==> src/rtl/mem_port_arbiter_pkg.sv <==
// Shared types for the memory port arbiter: FSM state encoding and the
// owner codes that drive the memory-side address/data mux select.
package mem_port_arbiter_pkg;

    typedef enum logic [1:0] {
        ST_IDLE = 2'd0,
        ST_REQ  = 2'd1,
        ST_WAIT = 2'd2
    } arb_state_e;

    localparam logic SEL_IF = 1'b0;
    localparam logic SEL_D  = 1'b1;

endpackage

==> src/rtl/arb_starve_ctr.sv <==
// Fetch starvation guard: counts data wins while fetch waits and forces a fetch win at STARVE_MAX.
// Only compiled when ARB_STARVE_GUARD_EN is defined.
`ifdef ARB_STARVE_GUARD_EN
module arb_starve_ctr #(
    parameter int STARVE_MAX = 4
) (
    input  logic clk,
    input  logic rst_n,
    input  logic if_req,
    input  logic if_gnt,
    input  logic d_gnt,
    output logic force_if
);

    localparam int CW = $clog2(STARVE_MAX + 1);
    localparam logic [CW-1:0] CNT_MAX = CW'(STARVE_MAX);

    logic [CW-1:0] cnt;

    // Saturating: once at the limit, it stays there until fetch is granted.
    always_ff @(posedge clk) begin
        if (!rst_n) begin
            cnt <= '0;
        end else if (if_gnt) begin
            cnt <= '0;
        end else if (d_gnt && if_req && (cnt != CNT_MAX)) begin
            cnt <= cnt + 1'b1;
        end
    end

    assign force_if = (cnt == CNT_MAX);

endmodule
`endif

==> src/rtl/mem_port_arbiter.sv <==
// Single-outstanding memory port arbiter between instruction fetch and data access.
// Optional fetch starvation guard enabled by defining ARB_STARVE_GUARD_EN.
//
// state   | meaning
// --------+------------------------------------------------------------
// IDLE    | no transaction; arbitrate and grant combinationally
// REQ     | mem_req high with latched command, waiting for mem_gnt
// WAIT    | command accepted, waiting for mem_rvalid
module mem_port_arbiter
    import mem_port_arbiter_pkg::*;
#(
    parameter int AW         = 32,
    parameter int DW         = 32,
    parameter int STARVE_MAX = 4
) (
    input  logic            clk,
    input  logic            rst_n,

    input  logic            if_req,
    input  logic [AW-1:0]   if_addr,
    output logic            if_gnt,
    output logic            if_rvalid,
    output logic [DW-1:0]   if_rdata,

    input  logic            d_req,
    input  logic            d_we,
    input  logic [AW-1:0]   d_addr,
    input  logic [DW-1:0]   d_wdata,
    input  logic [DW/8-1:0] d_be,
    output logic            d_gnt,
    output logic            d_rvalid,
    output logic [DW-1:0]   d_rdata,

    output logic            mem_req,
    output logic            mem_we,
    output logic [AW-1:0]   mem_addr,
    output logic [DW-1:0]   mem_wdata,
    output logic [DW/8-1:0] mem_be,
    input  logic            mem_gnt,
    input  logic            mem_rvalid,
    input  logic [DW-1:0]   mem_rdata,

    output logic            sel,
    output logic            busy
);

    arb_state_e state;
    arb_state_e state_nxt;
    logic       pick_if;
    logic       pick_d;
    logic       force_if;
    logic       resp_done;

`ifdef ARB_STARVE_GUARD_EN
    arb_starve_ctr #(
        .STARVE_MAX (STARVE_MAX)
    ) u_starve_ctr (
        .clk      (clk),
        .rst_n    (rst_n),
        .if_req   (if_req),
        .if_gnt   (pick_if),
        .d_gnt    (pick_d),
        .force_if (force_if)
    );
`else
    assign force_if = 1'b0;
`endif

    always_ff @(posedge clk) begin
        if (!rst_n) begin
            state <= ST_IDLE;
        end else begin
            state <= state_nxt;
        end
    end

    // force_if only matters when both sides are requesting.
    always_comb begin
        pick_if   = 1'b0;
        pick_d    = 1'b0;
        state_nxt = state;
        case (state)
            ST_IDLE: begin
                if (if_req && (!d_req || force_if)) begin
                    pick_if = 1'b1;
                end else if (d_req) begin
                    pick_d = 1'b1;
                end
                if (pick_if || pick_d) begin
                    state_nxt = ST_REQ;
                end
            end
            ST_REQ: begin
                if (mem_gnt) begin
                    state_nxt = ST_WAIT;
                end
            end
            ST_WAIT: begin
                if (mem_rvalid) begin
                    state_nxt = ST_IDLE;
                end
            end
            default: begin
                state_nxt = ST_IDLE;
            end
        endcase
    end

    assign if_gnt    = pick_if;
    assign d_gnt     = pick_d;
    assign busy      = (state != ST_IDLE);
    assign resp_done = (state == ST_WAIT) && mem_rvalid;

    // Command latch; a fetch leaves mem_wdata as it was.
    always_ff @(posedge clk) begin
        if (!rst_n) begin
            sel       <= SEL_IF;
            mem_we    <= 1'b0;
            mem_addr  <= '0;
            mem_wdata <= '0;
            mem_be    <= '0;
        end else if (pick_d) begin
            sel       <= SEL_D;
            mem_we    <= d_we;
            mem_addr  <= d_addr;
            mem_wdata <= d_wdata;
            mem_be    <= d_be;
        end else if (pick_if) begin
            sel       <= SEL_IF;
            mem_we    <= 1'b0;
            mem_addr  <= if_addr;
            mem_be    <= '1;
        end
    end

    always_ff @(posedge clk) begin
        if (!rst_n) begin
            mem_req <= 1'b0;
        end else begin
            mem_req <= (state_nxt == ST_REQ);
        end
    end

    always_ff @(posedge clk) begin
        if (!rst_n) begin
            if_rvalid <= 1'b0;
            d_rvalid  <= 1'b0;
            if_rdata  <= '0;
            d_rdata   <= '0;
        end else begin
            if_rvalid <= resp_done && (sel == SEL_IF);
            d_rvalid  <= resp_done && (sel == SEL_D);
            if (resp_done && (sel == SEL_IF)) begin
                if_rdata <= mem_rdata;
            end
            if (resp_done && (sel == SEL_D)) begin
                d_rdata <= mem_rdata;
            end
        end
    end

endmodule

==> config.mk <==
export PLATFORM = sky130hd
export DESIGN_NAME = mem_port_arbiter
export DESIGN_NICKNAME = d
export VERILOG_FILES = /design/src/rtl/mem_port_arbiter_pkg.sv /design/src/rtl/arb_starve_ctr.sv /design/src/rtl/mem_port_arbiter.sv
export SDC_FILE = /design/constraint.sdc
export NUM_CORES = 1
export LEC_CHECK = 0
export CAP_MARGIN = 20
export CORE_ASPECT_RATIO = 1.2
export CORE_MARGIN = 8
export CORE_UTILIZATION = 45
export CTS_CLUSTER_DIAMETER = 100
export DETAILED_ROUTE_END_ITERATION = 16
export DONT_BUFFER_PORTS = 1
export PLACE_DENSITY = 0.72
export RECOVER_POWER = 25
export SLEW_MARGIN = 15
export SYNTH_ARGS = -nofsm -noshare
export SYNTH_HDL_FRONTEND = slang
export SYNTH_HIERARCHICAL = 1
export SYNTH_SLANG_ARGS = --single-unit
==> constraint.sdc <==
create_clock -name clk -period 1.4 [get_ports clk]
set_clock_uncertainty 0.05 [all_clocks]
set_input_delay 0.28 -clock clk [delete_from_list [all_inputs] [get_ports clk]]
set_output_delay 0.28 -clock clk [all_outputs]
set_load 0.005 [all_outputs]
==> implementation parameters <==
Parameter                              Value

Yosys
  Syn nets ... 714
  Library cells used by synthesis ... 27
  Synth Register Bits ... 139
  Mapped Avg Cell Area ... 8.92 um2
  Total number of yosys warnings ... 6
  Post-synth design cell area ... 5130 um2
  Post-synthesis instance total ... 575
  Sequential area share after synthesis ... 54.2%

Global route
  Overflow left after global routing ... 0
  Total global-route track usage ... 19.7%
  First-pass GRT wire length ... 23400 um
  Antenna violations before repair ... 1
  Vias in the first global route ... 4283
  Largest net degree at the start of global routing ... 104

Route
  DR pass1 iterations ... 4
  Post-route antenna net violation count ... 0
  Met3 routed WL ... 1840 um
  Vias post-DR ... 4592
  Total DRC errors in the routed layout ... 0
  Routed wirelength normalized by instance count ... 22.2 um
  Detailed-route wire length on metal 1 ... 6010 um
  Number of violations reported at the end of detailed-routing iteration 0 ... 330
  Met2 layer wire length in the routed design ... 9120 um
  Total Wirelength ... 17500 um
  Number of vias per cell after detailed routing ... 5.81
  Highest routed metal layer ... met4

CTS
  CTS sink count ... 139
  Clock-pin slew reported for the worst setup and hold paths after clock tree synthesis ... 0.06 ns
  Later-pin clock latency in the skew report ... 0.41 ns
  CTS tree ... yes
  Buffer levels on the longest clock path ... 2
  H-tree level count ... 4
  Root buffer cell ... sky130_fd_sc_hd__clkbuf_16
  Clock buffer count from CTS ... 17

Power
  Power dissipated by switching net loads ... 2380 uW
  Sequential cell fraction of total power ... 44.3%
  Switching power share of the total ... 24.0%
  Leak pwr ... 0.00258 uW
  Power density over cell area ... 1430 nW/um2
  Largest vdd supply drop ... 0.000721 V
  Internal power consumption ... 7520 uW
  Combinational Power Share ... 10.3%
  Clock network fraction of design power ... 45.4%

Layout
  Multi-input gate area ... 2350 um2
  Number of non-filler instances in the completed layout ... 790
  Synthesis-to-finish area growth ... 35.2%
  Highest-count cells in the layout ignoring fill and taps ... sky130_fd_sc_hd__dfxtp_1, sky130_fd_sc_hd__nand2_1, sky130_fd_sc_hd__dlygate4sd3_1
  Ratio of cells with drive above 1 in the final layout ... 21.6%
  Footprint of the flip-flops and latches ... 2780 um2
  Count of filler cells inserted in the layout ... 863
  Number of nets in the finished design ... 761
  Final instance area ... 6940 um2
  Most common cell after layout, fill and taps aside ... sky130_fd_sc_hd__dfxtp_1

STA
  RSZ-0062 raised after global routing ... true
  Final TNS setup ... -4.01 ns
  Maximum clock frequency ... 606 MHz
  Number of max-slew violations in the final report ... 0
  Min cycle time layout ... 1.65 ns
  Worst hold slack after final layout ... -0.0325 ns
  Final hold viol count ... 16
  Number of setup violations in the final report ... 58
  Period Utilization, post-route ... 118%
  Worst Setup Slack, final ... -0.252 ns
  Worst slew pin tran ... 0.583 ns
  Slew margin rel. ... 61.2%

Critical path
  Max incr delay on CP ... 0.41 ns
  Critical Path End Type ... primary output
  Critical Path AT ... 1.32 ns
  Series of cell instances along the critical path ... or3b_4, clkinv_4, buf_6
  CP Class ... reg2out
  Worst path bufs/invs ... 2
  Worst path top cell family by delay ... simple AND/OR/NAND/NOR gates
  Crit-path max FO ... 2
  Critical Path RT ... 1.07 ns
  CP max stage cell ... sky130_fd_sc_hd__or3b_4
  Worst setup SP type ... register

Status
  Run status ... finished with violations
  Violated checks ... negative hold slack, negative setup slack

Place
  Gp weighted congestion ... 0.811
  Post-detail-place hpwl ... 10900 um
  Placed cells ... 692
  Buffers added on ports ... 0
  Cell area after placement ... 5230 um2

Floorplanning
  Placeable core region ... 11100 um2
  Die Outline Area ... 15100 um2
  Chip Height ... 133 um
  Starting utilization of the core area ... 46.3%
  Number of ports placed on the die boundary ... 279
  Core Rows ... 42
  Die Width ... 113 um

Run
  Max capacitance violation total ... 0

Hold path
  Hold/Removal Path Class ... in2reg
## metrics by stage
stage / power [uW] / utilization, % / setup WS, ns
after global routing: 10300 / 62.6 / -0.283
after detailed placement: 5160 / 47.2 / -0.0476
after floorplan: 4990 / - / 0.0141
after CTS: 9760 / 56.6 / -0.251
final: 9890 / 62.6 / -0.252
after global placement: 5110 / 47.2 / 0.00268
## power by group through the flow
stage	clock [uW]	combinational [uW]	sequential, uW
finish	4490	1020	4380
detailed placement	0	694	4460
CTS	4550	828	4380
global placement	0	657	4460
global route	4790	1090	4410
floorplan	0	603	4390
## sequential cells by signal, summed over array words and instances (netlist names)
register	flops
mem_be	4
mem_we	1
mem_req	1
if_rvalid	1
sel	1
if_rdata	32
d_rvalid	1
d_rdata	32
mem_addr	32
state	2
mem_wdata	32
## worst paths after layout
check,from,endpoint,slack (ns),cells after the start
setup / recovery,state[0]$_SDFF_PN0_,d_gnt,-0.25,3
hold reg to reg,d_rdata[18]$_SDFFE_PN0P_,d_rdata[18]$_SDFFE_PN0P_,0.43,2
hold / removal,rst_n,d_rdata[11]$_SDFFE_PN0P_,-0.03,2
setup reg to reg,state[0]$_SDFF_PN0_,mem_wdata[31]$_SDFFE_PN0P_,-0.15,7
## layout make-up
type / count / share of cell area (%)
Antenna cell: 1 / 0.0361
Timing Repair Buffer: 82 / 14.3
Multi-Input combinational cell: 378 / 33.9
Inverter: 4 / 0.325
Clock buffer: 20 / 6.44
Tap cell: 154 / 2.78
Clock inverter: 12 / 2.13
Sequential cell: 139 / 40.1
## layer usage
layer / vias to the layer above / GRT usage (%)
met2: 271 / 33.3
li1: 2125 / -
met5: - / 0
met1: 2152 / 19.2
met4: 0 / 10.0
met3: 44 / 10.2
## logic make-up (layout without fill, tap and decap cells)
kind of cell | Yosys count | count (layout) | share of synthesized area, %
flops | 139 | 139 | 54.2
other cells | 0 | 1 | 0
simple gates | 175 | 175 | 15.0
mux | 32 | 32 | 6.24
buf+inv | 58 | 118 | 5.71
compound gates | 171 | 171 | 18.8
## repair_timing
action / CTS / global route
gates resized for setup: 14 / 116
hold buffers: 38 / 9
cloned: 0 / 9
setup endpoints to repair: 44 / 84
hold endpoints to repair: 100 / 51
pin swaps: 1 / 21
buffers inserted: 3 / 6
## Yosys cell counts
cell                          n  area (um2)
sky130_fd_sc_hd__buf_2       17        85.1
sky130_fd_sc_hd__or3b_1       1        8.76
sky130_fd_sc_hd__clkinv_2     1        5.00
sky130_fd_sc_hd__nand3_1     64         320
sky130_fd_sc_hd__nand3b_1     1        7.51
sky130_fd_sc_hd__clkinv_1     1        3.75
sky130_fd_sc_hd__a211oi_1    32         240
sky130_fd_sc_hd__buf_6        6        67.6
sky130_fd_sc_hd__buf_1        8        30.0
sky130_fd_sc_hd__mux2i_1     32         320
sky130_fd_sc_hd__or2_2        1        6.26
sky130_fd_sc_hd__a21oi_1     67         335
sky130_fd_sc_hd__nor2_2       1        6.26
sky130_fd_sc_hd__inv_2        1        3.75
sky130_fd_sc_hd__nor3b_1      1        7.51
sky130_fd_sc_hd__nand4bb_1    1        11.3
sky130_fd_sc_hd__inv_1        1        3.75
sky130_fd_sc_hd__o221a_1      4        45.0
sky130_fd_sc_hd__clkbuf_1    21        78.8
sky130_fd_sc_hd__nand2_1     98         368
sky130_fd_sc_hd__o21ai_0     66         330
sky130_fd_sc_hd__dfxtp_1    139        2780
sky130_fd_sc_hd__o21a_1       2        15.0
sky130_fd_sc_hd__buf_4        2        15.0
sky130_fd_sc_hd__nand4b_1     1        8.76
sky130_fd_sc_hd__nor2_1       5        18.8
sky130_fd_sc_hd__nor3_1       1        5.00
Power figures use the tool's default switching activity.
